[config.mk]
export PLATFORM = sky130hd
export DESIGN_NAME = ps2_key_decoder
export DESIGN_NICKNAME = d
export VERILOG_FILES = /design/src/rtl/ps2_pkg.sv /design/src/rtl/ps2_rx_frame.sv /design/src/rtl/ps2_key_decoder.sv
export SDC_FILE = /design/constraint.sdc
export NUM_CORES = 1
export LEC_CHECK = 0
export CAP_MARGIN = 20
export CORE_UTILIZATION = 60
export DETAILED_ROUTE_END_ITERATION = 10
export GPL_TIMING_DRIVEN = 0
export PLACE_DENSITY = 0.81
export REMOVE_ABC_BUFFERS = 1
export SLEW_MARGIN = 25
export SYNTH_ARGS = -nofsm -noshare
export SYNTH_HDL_FRONTEND = slang
export SYNTH_SLANG_ARGS = --single-unit
[constraint.sdc]
create_clock -name clk -period 5.1 [get_ports clk]
set_input_delay 1.02 -clock clk [delete_from_list [all_inputs] [get_ports clk]]
set_output_delay 1.02 -clock clk [all_outputs]
set_load 0.03 [all_outputs]
[src/rtl/ps2_pkg.sv]
// Shared PS/2 decoder definitions: scan codes, prefix bytes, key bit
// positions, receiver state encoding and the scan-code to key lookup.
package ps2_pkg;

    localparam int unsigned BYTE_W = 8;
    localparam int unsigned KEY_W  = 8;
    localparam int unsigned IDX_W  = 3;

    // Prefix bytes
    localparam logic [BYTE_W-1:0] PFX_EXT = 8'hE0;
    localparam logic [BYTE_W-1:0] PFX_BRK = 8'hF0;

    // Make codes (first four need the E0 prefix)
    localparam logic [BYTE_W-1:0] SC_LEFT    = 8'h6B;
    localparam logic [BYTE_W-1:0] SC_UP      = 8'h75;
    localparam logic [BYTE_W-1:0] SC_DOWN    = 8'h72;
    localparam logic [BYTE_W-1:0] SC_RIGHT   = 8'h74;
    localparam logic [BYTE_W-1:0] SC_RETRY   = 8'h2D;
    localparam logic [BYTE_W-1:0] SC_RETRACT = 8'h66;
    localparam logic [BYTE_W-1:0] SC_NEXT    = 8'h31;
    localparam logic [BYTE_W-1:0] SC_SWITCH  = 8'h29;

    // Key vector bit positions
    localparam logic [IDX_W-1:0] KEY_LEFT    = 3'd7;
    localparam logic [IDX_W-1:0] KEY_UP      = 3'd6;
    localparam logic [IDX_W-1:0] KEY_DOWN    = 3'd5;
    localparam logic [IDX_W-1:0] KEY_RIGHT   = 3'd4;
    localparam logic [IDX_W-1:0] KEY_RETRY   = 3'd3;
    localparam logic [IDX_W-1:0] KEY_RETRACT = 3'd2;
    localparam logic [IDX_W-1:0] KEY_NEXT    = 3'd1;
    localparam logic [IDX_W-1:0] KEY_SWITCH  = 3'd0;

    typedef enum logic [1:0] {
        RX_IDLE,
        RX_DATA,
        RX_PARITY,
        RX_STOP
    } rx_state_t;

    typedef struct packed {
        logic             hit;
        logic [IDX_W-1:0] idx;
    } key_map_t;

    // Scan code to key bit; arrow codes only hit when the E0 prefix was seen
    function automatic key_map_t map_code(input logic [BYTE_W-1:0] code, input logic ext);
        key_map_t m;
        m.hit = 1'b0;
        m.idx = '0;
        case (code)
            SC_LEFT:    begin m.hit = ext;  m.idx = KEY_LEFT;    end
            SC_UP:      begin m.hit = ext;  m.idx = KEY_UP;      end
            SC_DOWN:    begin m.hit = ext;  m.idx = KEY_DOWN;    end
            SC_RIGHT:   begin m.hit = ext;  m.idx = KEY_RIGHT;   end
            SC_RETRY:   begin m.hit = 1'b1; m.idx = KEY_RETRY;   end
            SC_RETRACT: begin m.hit = 1'b1; m.idx = KEY_RETRACT; end
            SC_NEXT:    begin m.hit = 1'b1; m.idx = KEY_NEXT;    end
            SC_SWITCH:  begin m.hit = 1'b1; m.idx = KEY_SWITCH;  end
            default:    begin m.hit = 1'b0; m.idx = '0;          end
        endcase
        return m;
    endfunction

endpackage

[src/rtl/ps2_rx_frame.sv]
// PS/2 frame receiver: synchronises ps2_clk/ps2_data, glitch-filters the
// clock, shifts in start/8 data/parity/stop on filtered falling edges and
// abandons a frame that stalls for FRAME_TIMEOUT cycles.
// Ports: clk, rst_n (async active-low), ps2_clk, ps2_data (raw, async);
//        rx_byte (last good byte), rx_valid (1-cycle), rx_err (1-cycle).
module ps2_rx_frame
    import ps2_pkg::*;
#(
    parameter int unsigned FILTER_LEN    = 4,
    parameter int unsigned FRAME_TIMEOUT = 50000
) (
    input  logic              clk,
    input  logic              rst_n,
    input  logic              ps2_clk,
    input  logic              ps2_data,
    output logic [BYTE_W-1:0] rx_byte,
    output logic              rx_valid,
    output logic              rx_err
);

    localparam int unsigned FCW = $clog2(FILTER_LEN + 1);
    localparam int unsigned TCW = $clog2(FRAME_TIMEOUT + 1);

    logic [1:0]        clk_sync;
    logic [1:0]        dat_sync;
    logic [FCW-1:0]    filt_cnt;
    logic              filt;
    logic              filt_d;
    rx_state_t         state, state_nxt;
    logic [2:0]        bit_cnt, bit_cnt_nxt;
    logic [BYTE_W-1:0] shreg, shreg_nxt;
    logic              par_ok, par_ok_nxt;
    logic [TCW-1:0]    tmo_cnt, tmo_cnt_nxt;
    logic [BYTE_W-1:0] byte_nxt;
    logic              valid_nxt;
    logic              err_nxt;
    logic              bit_evt_c;
    logic              dat_c;

    assign bit_evt_c = filt_d & ~filt;
    assign dat_c     = dat_sync[1];

    // Synchronisers and clock filter; bus idles high
    always_ff @(posedge clk or negedge rst_n) begin
        if (!rst_n) begin
            clk_sync <= 2'b11;
            dat_sync <= 2'b11;
            filt_cnt <= '0;
            filt     <= 1'b1;
            filt_d   <= 1'b1;
        end else begin
            clk_sync <= {clk_sync[0], ps2_clk};
            dat_sync <= {dat_sync[0], ps2_data};
            filt_d   <= filt;
            if (clk_sync[1] == filt) begin
                filt_cnt <= '0;
            end else if (filt_cnt == FCW'(FILTER_LEN - 1)) begin
                filt     <= clk_sync[1];
                filt_cnt <= '0;
            end else begin
                filt_cnt <= filt_cnt + FCW'(1);
            end
        end
    end

    // Frame state register
    always_ff @(posedge clk or negedge rst_n) begin
        if (!rst_n) begin
            state    <= RX_IDLE;
            bit_cnt  <= '0;
            shreg    <= '0;
            par_ok   <= 1'b0;
            tmo_cnt  <= '0;
            rx_byte  <= '0;
            rx_valid <= 1'b0;
            rx_err   <= 1'b0;
        end else begin
            state    <= state_nxt;
            bit_cnt  <= bit_cnt_nxt;
            shreg    <= shreg_nxt;
            par_ok   <= par_ok_nxt;
            tmo_cnt  <= tmo_cnt_nxt;
            rx_byte  <= byte_nxt;
            rx_valid <= valid_nxt;
            rx_err   <= err_nxt;
        end
    end

    // Frame next-state and outputs
    always_comb begin
        state_nxt   = state;
        bit_cnt_nxt = bit_cnt;
        shreg_nxt   = shreg;
        par_ok_nxt  = par_ok;
        tmo_cnt_nxt = tmo_cnt;
        byte_nxt    = rx_byte;
        valid_nxt   = 1'b0;
        err_nxt     = 1'b0;
        if (bit_evt_c) begin
            tmo_cnt_nxt = '0;
            case (state)
                RX_IDLE: begin
                    if (!dat_c) begin
                        state_nxt   = RX_DATA;
                        bit_cnt_nxt = '0;
                    end else begin
                        err_nxt = 1'b1;
                    end
                end
                RX_DATA: begin
                    shreg_nxt   = {dat_c, shreg[BYTE_W-1:1]};
                    bit_cnt_nxt = bit_cnt + 3'd1;
                    if (bit_cnt == 3'd7) state_nxt = RX_PARITY;
                end
                RX_PARITY: begin
                    par_ok_nxt = ^{shreg, dat_c};
                    state_nxt  = RX_STOP;
                end
                RX_STOP: begin
                    state_nxt = RX_IDLE;
                    if (dat_c && par_ok) begin
                        byte_nxt  = shreg;
                        valid_nxt = 1'b1;
                    end else begin
                        err_nxt = 1'b1;
                    end
                end
                default: state_nxt = RX_IDLE;
            endcase
        end else if (state == RX_IDLE) begin
            tmo_cnt_nxt = '0;
        end else if (tmo_cnt == TCW'(FRAME_TIMEOUT - 1)) begin
            tmo_cnt_nxt = '0;
            state_nxt   = RX_IDLE;
            err_nxt     = 1'b1;
        end else begin
            tmo_cnt_nxt = tmo_cnt + TCW'(1);
        end
    end

endmodule

[src/rtl/ps2_key_decoder.sv]
// PS/2 keyboard command decoder: receives scan bytes, tracks E0/F0 prefixes
// and a held-key vector, and pulses one key bit per accepted make code.
// Ports: clk, rst_n (async active-low), ps2_clk, ps2_data (raw, async);
//        key[7:0] {left,up,down,right,retry,retract,next,switch} pulses,
//        scan_valid, scan_code, frame_err.
// Build option: define PS2_TYPEMATIC_EN to pulse on every make, including
// auto-repeat of a held key.
module ps2_key_decoder
    import ps2_pkg::*;
#(
    parameter int unsigned FILTER_LEN    = 4,
    parameter int unsigned FRAME_TIMEOUT = 50000
) (
    input  logic              clk,
    input  logic              rst_n,
    input  logic              ps2_clk,
    input  logic              ps2_data,
    output logic [KEY_W-1:0]  key,
    output logic              scan_valid,
    output logic [BYTE_W-1:0] scan_code,
    output logic              frame_err
);

    logic             ext, ext_nxt;
    logic             brk, brk_nxt;
    logic [KEY_W-1:0] held, held_nxt;
    logic [KEY_W-1:0] key_nxt;
    key_map_t         map_c;

    ps2_rx_frame #(
        .FILTER_LEN   (FILTER_LEN),
        .FRAME_TIMEOUT(FRAME_TIMEOUT)
    ) u_rx (
        .clk     (clk),
        .rst_n   (rst_n),
        .ps2_clk (ps2_clk),
        .ps2_data(ps2_data),
        .rx_byte (scan_code),
        .rx_valid(scan_valid),
        .rx_err  (frame_err)
    );

    assign map_c = map_code(scan_code, ext);

    // Decoder state register
    always_ff @(posedge clk or negedge rst_n) begin
        if (!rst_n) begin
            ext  <= 1'b0;
            brk  <= 1'b0;
            held <= '0;
            key  <= '0;
        end else begin
            ext  <= ext_nxt;
            brk  <= brk_nxt;
            held <= held_nxt;
            key  <= key_nxt;
        end
    end

    // Prefix tracking, held update and key pulse selection
    always_comb begin
        ext_nxt  = ext;
        brk_nxt  = brk;
        held_nxt = held;
        key_nxt  = '0;
        if (scan_valid) begin
            if (scan_code == PFX_EXT) begin
                ext_nxt = 1'b1;
            end else if (scan_code == PFX_BRK) begin
                brk_nxt = 1'b1;
            end else begin
                ext_nxt = 1'b0;
                brk_nxt = 1'b0;
                if (map_c.hit) begin
                    if (brk) begin
                        held_nxt[map_c.idx] = 1'b0;
                    end else begin
`ifdef PS2_TYPEMATIC_EN
                        key_nxt[map_c.idx]  = 1'b1;
`else
                        key_nxt[map_c.idx]  = ~held[map_c.idx];
`endif
                        held_nxt[map_c.idx] = 1'b1;
                    end
                end
            end
        end
    end

endmodule

==> impl_results.md, run 1 <==
- Power, Total: 1.398 mW
- Initial antenna violation count: 0
- Area leader, netlist: dfrtp_1
- Nets: 348
- Post-synth EDFFs: 0
- Ports: 22
- Die Y: 75.95 um
- Clock Path Buffers: 2
- Cells along the critical path: clkdlybuf4s50_1
- Placed wire-length estimate: 3885 um
- Worst Setup End Kind: output port
- Setup-failing EPs final: 0
- Slowest cell on crit path: clkdlybuf4s50_1
- Fin cells: 411
- CTS H-tree depth: 3
- Startpoint Class: register
- Commonest cells post-synth: dfrtp_1 (61), nand2_1 (38), nor2_1 (27)
- Sequential share of the synthesized area: 51.33%
- Switching part of the total power: 29.87%
- R2R setup slack: 2.73 ns
- Switching pwr: 0.4175 mW
- Library cells used by synthesis: 57
- Iteration count of the initial detailed-routing pass: 4
- Layout cells sized above 1: 12.61%
- Grt total ovfl: 0
- Post-Syn Instances: 312
- Vias per cell: 5.667
- #FFs+latches synth: 67
- Final clock skew: 0.009308 ns
- Post-DR wirelength/cell: 14.00 um
- Port bufs: 21
- Share of the synthesized area in the top cell type: 46.53%
- Top post-synthesis cells by area: dfrtp_1 (47%), dfstp_2 (4.8%), nand2_1 (4.3%), xnor2_1 (4.0%), mux2_2 (3.4%)
- GRT Util Overall: 22.92%
- Post-route ant nets: 0
- Final hold violation count: 0
- Routed wire length: 5756 um
- Max_slew headroom: 42.16%
- Req. time, crit path: 4.08 ns
- Gate power share: 20.0%
- Max Freq: 373.1 MHz
- Vias in the first global route: 2267
- Fin. max-slew vios: 0
- TritonCTS Buffers: 9
- Area growth syn-to-layout: 14.99%
- Skew-Pair Late Insertion Delay: 0.35 ns
- Design Area, Final: 3772 um^2
- CP top delay family: buffers and inverters
- Post_cts resized: 0
- # fillers: 356
- Ys flop type: dfrtp_1
- Count of standard-cell rows: 26
- Worst stage delay on the critical path: 0.74 ns
- Placed insts: 395
- Remaining DRCs: 0
- Antenna fix cells: 0
- RSZ-0062 raised after global routing: false
- Pre-CTS setup slack: 2.758 ns
- First-pass GRT wire length: 10280 um
- Slew @ Worst Pin: 0.8659 ns
- Worst-path clk slew: 0.07 ns
- RD Place Congestion: 0.8518
- Area of the mapped netlist: 3281 um^2
- CORE AREA: 5172 um^2
- Pwr/cell area: 370.5 nW/um^2
- Setup slack after layout: 2.420 ns
- CTS sink cnt: 67
- Clk root buf: clkbuf_8
- Core Util, Final: 72.93%
- Die width: 75.95 um
- Status: finished clean
- Total number of vias: 2329
- Tcrit/Tclk final: 52.55%
- Final TNS setup: 0 ns
- Postcts setup bufs: 0
- Hold_buf cts: 0
- Count leader, synth: dfrtp_1
- Peak VDD IR: 307.7 uV
- Seq pwr share: 45.0%
- Tmin final: 2.680 ns
- Largest net degree at the start of global routing: 52
- Die area: 5768 um^2
- Max-Cap Viols: 0
- Clock Power Share: 35.0%
- Starting DRT DRC Count: 154
- Arrival @ worst endpoint: 1.66 ns
- Int Pwr: 0.9801 mW
- Post-synth ARST share: 100.0%
- Mean Syn Cell Area: 10.51 um^2
- Critical path fanouts, max: 11
- Static Leak: 1.665 nW
- Worst Hold Class: reg -> reg
- Initial core utilization: 63.43%
- Hold_ws: 0.3573 ns
- Worst Path Buf+Inv: 1
- Yosys warns: 0
- Dpl cell area: 3550 um^2
- Crit path kind: reg -> out
- CTS tree: built
==> path summary, 6_finish.rpt <==
path                                  start               end  cells past startpoint
hold reg to reg            u_rx.dat_sync[0]  u_rx.dat_sync[1]                      0
setup / recovery            u_rx.rx_byte[2]      scan_code[2]                      1
max in group asynchronous             rst_n  u_rx.clk_sync[1]                      2
hold / removal             u_rx.dat_sync[0]  u_rx.dat_sync[1]                      0
setup reg to reg            u_rx.rx_byte[3]            key[0]                      6
min in group asynchronous             rst_n   u_rx.rx_byte[7]                      1
==> layout by cell type (no fill, tap or decap), types with 6 or more instances in the layout <==
cell,n
and3_1,9
xor2_1,9
dfrtp_1,61
clkbuf_8,9
dfstp_2,6
mux2_2,10
inv_1,11
nand2_1,38
a21oi_1,10
o21ai_0,9
mux2i_1,7
xnor2_1,15
ha_1,8
nand3_1,15
nor2_1,27
clkdlybuf4s50_1,20
==> area by class of cell <==
cell class	count	area (um^2)	share of cell area (%)
Clock buffer	9	123.9	3.284
Clock inverter	7	98.84	2.620
Inverter	11	41.29	1.095
Multi-Input combinational cell	225	1501	39.80
Sequential cell	67	1684	44.64
Tap cell	70	87.58	2.322
Timing Repair Buffer	22	235.2	6.235
==> per-layer routing <==
layer | wire, um | track usage [%]
met1 | 2581 | 28.34
met2 | 2864 | 37.09
met3 | 183 | 7.470
met4 | 127 | 9.615
met5 | 0 | 0
==> cell families after synthesis <==
group,count (synthesis),synth area share (%)
AO/OA/AOI/OAI,46,9.650
XOR/XNOR,24,6.408
adder cells (fa/ha/maj),8,3.051
buffers and inverters,20,2.899
flip-flops,67,51.33
multiplexers,17,5.568
AND/OR/NAND/NOR,130,21.09
==> power groups by stage <==
stage / clock network, mW / registers, mW / logic [mW]
2_1_floorplan: 0 / 0.634 / 0.209
3_3_place_gp: 0 / 0.637 / 0.269
3_5_place_dp: 0 / 0.639 / 0.279
4_1_cts: 0.498 / 0.629 / 0.281
5_1_grt: 0.525 / 0.638 / 0.319
6_report: 0.490 / 0.628 / 0.279
Power figures use the tool's default switching activity.
==> run 2: changes to the inputs <==
CORE_UTILIZATION = 58   (was 60)
PLACE_DENSITY = 0.79   (was 0.81)
clock period = 2.72 ns   (was 5.1 ns; I/O delays follow)
==> run 2 against run 1 <==
Count of clock-buffer cells in the layout increased by 2. Non-clock buffer count unchanged. Hold slack got worse by 0.27 ns. Setup slack got worse by 2.1 ns. Sequential power increased by 88%. Global-route usage decreased by 1.2 points. Clock power increased by 65%. Utilization decreased by 4.6 points. Clock skew decreased by 0.0014 ns. Cell area decreased by 0.90%. Largest power group unchanged.
==> impl_results.md, run 2 (same netlist as run 1, synthesis figures left out) <==
- First-pass GRT wire length: 10200 um
- Iteration count of the initial detailed-routing pass: 4
- Global route hottest layer: met2
- Final clock skew: 0.007933 ns
- TritonCTS Buffers: 9
- Ports: 22
- Pwr/cell area: 673.7 nW/um^2
- Static Leak: 1.651 nW
- Count of standard-cell rows: 27
- Placed wire-length estimate: 3992 um
- Initial antenna violation count: 0
- Post-DR wirelength/cell: 13.75 um
- Met2 Use GR: 35.75%
- Remaining DRCs: 0
- Die area: 5961 um^2
- Grt met1 use: 27.39%
- Tcrit/Tclk final: 86.57%
- Startpoint Class: register
- Hold_ws: 0.08987 ns
- Antenna fix cells: 0
- Vias per cell: 5.581
- R2R setup slack: 0.37 ns
- Clock Path Buffers: 2
- Slew @ Worst Pin: 0.9470 ns
- Initial core utilization: 59.95%
- Max Freq: 424.7 MHz
- Max_slew headroom: 36.74%
- CTS H-tree depth: 3
- Starting DRT DRC Count: 129
- Max-Cap Viols: 0
- Routed wire length: 5678 um
- Worst-path clk slew: 0.07 ns
- Fin. max-slew vios: 0
- Commonest cells after routing, fill and taps aside: dfrtp_1 (61), nand2_1 (38), nor2_1 (27)
- RSZ-0062 raised after global routing: false
- Core Util, Final: 68.31%
- Crit path kind: reg -> reg
- Die Y: 77.21 um
- Commonest non-fill, non-tap cell in the layout: dfrtp_1
- Setup-failing EPs final: 0
- Vias in the first global route: 2314
- Grt total ovfl: 0
- Hold_buf cts: 0
- Worst Setup End Kind: register
- Worst flop-to-flop path startpoint: u_rx.rx_byte[3]
- GRT Util Overall: 21.74%
- Critical path fanouts, max: 10
- Post-route ant nets: 0
- Clk root buf: clkbuf_8
- Power, Total: 2.519 mW
- Postcts setup bufs: 0
- CTS tree: built
- Final TNS setup: 0 ns
- Arrival @ worst endpoint: 2.58 ns
- Die width: 77.21 um
- Port bufs: 21
- Path depth of the worst reg2reg path: 6
- CORE AREA: 5473 um^2
- RD Place Congestion: 0.7984
- CTS sink cnt: 67
- Design Area, Final: 3739 um^2
- M3 GR Usage: 5.119%
- Req. time, crit path: 2.94 ns
- Nets: 348
- Status: finished clean
- Post_cts resized: 0
- Worst stage delay on the critical path: 0.49 ns
- Final hold violation count: 0
- Worst Hold Class: in -> async
- Largest net degree at the start of global routing: 46
- R2R Path End: key[0]
- Dpl cell area: 3545 um^2
- Tmin final: 2.355 ns
- Area growth syn-to-layout: 13.96%
- Slowest cell on crit path: dfrtp_1
- Skew-Pair Late Insertion Delay: 0.34 ns
- Layout cells sized above 1: 12.32%
- Worst path most repeated cell: o21a_1
- Total number of vias: 2305
- Peak VDD IR: 467.8 uV
- Cells along the critical path: or3b_1 > a211o_1 > o21a_1 > mux2i_1 > a32o_1 > o21a_1
[run 2: changes by cell type in the layout (fill, tap and decap cells not counted)]
cell	delta
clkinv_2	+2
inv_6	-2
buf_12	+1
buf_16	-1
bufinv_16	-1
clkbuf_1	+1
clkbuf_8	+1
clkinv_4	-1
[run 2: per-layer routing]
layer	part of all wire [%]	vias to the layer above
met5	0	-
met4	1.7	0
met3	2.9	8
met2	47	34
met1	48	1129
li1	-	1134
[run 2: worst max-delay path by stage]
stage / slack, ns / to / startpoint / cells after the start
2_1_floorplan: 0.44 / key[0] / u_rx.rx_byte[4] / 6
3_3_place_gp: -1.01 / u_rx.filt_cnt[1] / rst_n / 1
3_5_place_dp: 0.39 / key[0] / u_rx.rx_byte[3] / 6
4_1_cts: 0.37 / key[0] / u_rx.rx_byte[3] / 6
5_1_grt: 0.14 / key[4] / u_rx.rx_byte[2] / 6
6_report: 0.37 / key[0] / u_rx.rx_byte[3] / 6
[run 2: final cells by class]
cell class	instances	area [um^2]
Multi-Input combinational cell	225	1501
Tap cell	72	90.09
Timing Repair Buffer	22	227.7
Inverter	11	41.29
Clock buffer	11	141.4
Clock inverter	5	52.55
Sequential cell	67	1684
Fill cell	439	1734
[run 2: critical path: cells and delay by family, from the launching register on]
| kind | cells | cell delay (ns) |
|---|---|---|
| flip-flops | 1 | 0.49 |
| AND/OR/NAND/NOR | 1 | 0.41 |
| multiplexers | 1 | 0.18 |
| AO/OA/AOI/OAI | 4 | 1.15 |
[run 2: metrics by stage]
| stage | instances | worst slack, ns |
|---|---|---|
| 2_1_floorplan | 303 | 0.4442 |
| 3_3_place_gp | 396 | -1.008 |
| 3_5_place_dp | 397 | 0.3858 |
| 4_1_cts | 413 | 0.3695 |
| 5_1_grt | 413 | 0.1354 |
| 6_report | 413 | 0.3652 |
[run 2: where the power goes]
part	internal (mW)	leakage, nW	switching (mW)
Sequential	1.10	0.908	0.0765
Combinational	0.213	0.644	0.317
Clock	0.444	0.0991	0.365
Total	1.76	1.65	0.758
==> run 3: changes to the inputs <==
SETUP_SLACK_MARGIN = 0.2   (was default)
==> run 3 against run 2 <==
Flip-flop and latch count did not move. Non-clock buffer count did not move. Via count fell by 1.2%. Power barely moved. Cell count did not move. Sequential power barely moved. Clock power barely moved. Clock skew barely moved. Die area did not move. Critical path depth did not move. Wire length barely moved. Register-to-register slack improved by 0.06 ns. Largest power group unchanged.
==> impl_results.md, run 3 (same netlist as run 1, synthesis figures left out) <==
- Setup slack after layout: 0.4297 ns
- Peak VDD IR: 467.7 uV
- Grt total ovfl: 0
- Total number of vias: 2277
- Commonest non-fill, non-tap cell in the layout: dfrtp_1
- Int Pwr: 1.760 mW
- Routed wire length: 5680 um
- Worst Hold Class: in -> async
- Post-route ant nets: 0
- Worst Setup End Kind: register
- GRT Util Overall: 21.74%
- First-pass GRT wire length: 10200 um
- CTS tree: built
- Req. time, crit path: 2.96 ns
- Fin cells: 413
- Clk root buf: clkbuf_8
- Ports: 22
- TritonCTS Buffers: 9
- Port bufs: 21
- Setup-failing EPs final: 0
- CTS sink cnt: 67
- Placed insts: 397
- Max-Cap Viols: 0
- Dpl cell area: 3545 um^2
- Final clock skew: 0.007935 ns
- Final TNS setup: 0 ns
- Tmin final: 2.290 ns
- Pre-CTS setup slack: 0.3858 ns
- Gate power share: 21.0%
- Vias in the first global route: 2314
- Worst-path clk slew: 0.07 ns
- Fin. max-slew vios: 0
- Die width: 77.21 um
- Crit path kind: reg -> reg
- Remaining DRCs: 0
- Post-DR wirelength/cell: 13.75 um
- Max Freq: 436.6 MHz
- Clock Path Buffers: 2
- Die Y: 77.21 um
- Static Leak: 1.651 nW
- CTS H-tree depth: 3
- Vias per cell: 5.513
- Commonest cells after routing, fill and taps aside: dfrtp_1 (61), nand2_1 (38), nor2_1 (27)
- Skew-Pair Late Insertion Delay: 0.34 ns
- Design Area, Final: 3741 um^2
- Initial antenna violation count: 0
- Post_cts resized: 0
- Max_slew headroom: 36.60%
- Slew @ Worst Pin: 0.9490 ns
- Count of standard-cell rows: 27
- Antenna fix cells: 0
- Worst setup startpoint: u_rx.rx_byte[2]
- Arrival @ worst endpoint: 2.53 ns
- Seq pwr share: 46.8%
- Worst flop-to-flop path startpoint: u_rx.rx_byte[2]
- Postcts setup bufs: 0
- Tcrit/Tclk final: 84.20%
- Hold_buf cts: 0
- Hold_ws: 0.09034 ns
- Placed wire-length estimate: 3992 um
- Final hold violation count: 0
- Largest net degree at the start of global routing: 46
- Status: finished clean
- Pwr/cell area: 673.3 nW/um^2
- Clock Power Share: 32.1%
- Nets: 348
- Switching pwr: 0.7587 mW
- Initial core utilization: 59.95%
- Iteration count of the initial detailed-routing pass: 4
- Layout cells sized above 1: 12.61%
- Area growth syn-to-layout: 14.04%
- Critical path fanouts, max: 11
- RSZ-0062 raised after global routing: false
- Die area: 5961 um^2
- CORE AREA: 5473 um^2
- Starting DRT DRC Count: 114
- RD Place Congestion: 0.7984
- Startpoint Class: register
- Switching part of the total power: 30.12%
## run 3: layout make-up
class | instances | area, um^2
Inverter | 11 | 41.29
Clock inverter | 5 | 52.55
Tap cell | 72 | 90.09
Clock buffer | 11 | 141.4
Timing Repair Buffer | 22 | 227.7
Sequential cell | 67 | 1684
Fill cell | 439 | 1732
Multi-Input combinational cell | 225 | 1504
## run 3: power by group through the flow
stage	clock (mW)	combinational, mW	sequential, mW
CTS	0.828	0.533	1.18
finish	0.809	0.530	1.18
global placement	0	0.506	1.19
global route	0.859	0.605	1.19
detailed placement	0	0.531	1.20
floorplan	0	0.391	1.19
## run 3: layer usage
layer | vias up | global-route usage (%) | wire [um]
met3 | 8 | 5.119 | 167
met4 | 0 | 9.245 | 99
met5 | - | 0 | 0
met1 | 1103 | 27.39 | 2742
li1 | 1136 | - | -
met2 | 30 | 35.75 | 2671
## run 3: final timing paths
check	endpoint	slack (ns)	cells after the start
min	key[7]	0.09	1
min reg2reg	u_rx.clk_sync[1]	0.36	0
max in group asynchronous	u_rx.clk_sync[1]	2.05	2
max	key[4]	0.43	6
min in group clk	u_rx.clk_sync[1]	0.36	0
max reg2reg	key[4]	0.43	6
## run 3: worst max-delay path, cell delays in order, from the launching register on
cell and delay [ns]:
dfrtp_1 0.52, or3b_1 0.44, a2111oi_1 0.39, o31a_2 0.26
and2_4 0.20, nand3_1 0.13, a211oi_1 0.25
## run 3: through the flow
stage	utilization, %	power (mW)
after global placement	64.45	1.700
final	68.36	2.519
after CTS	68.31	2.543
after global routing	68.36	2.659
after detailed placement	64.77	1.731
after floorplan	-	1.580
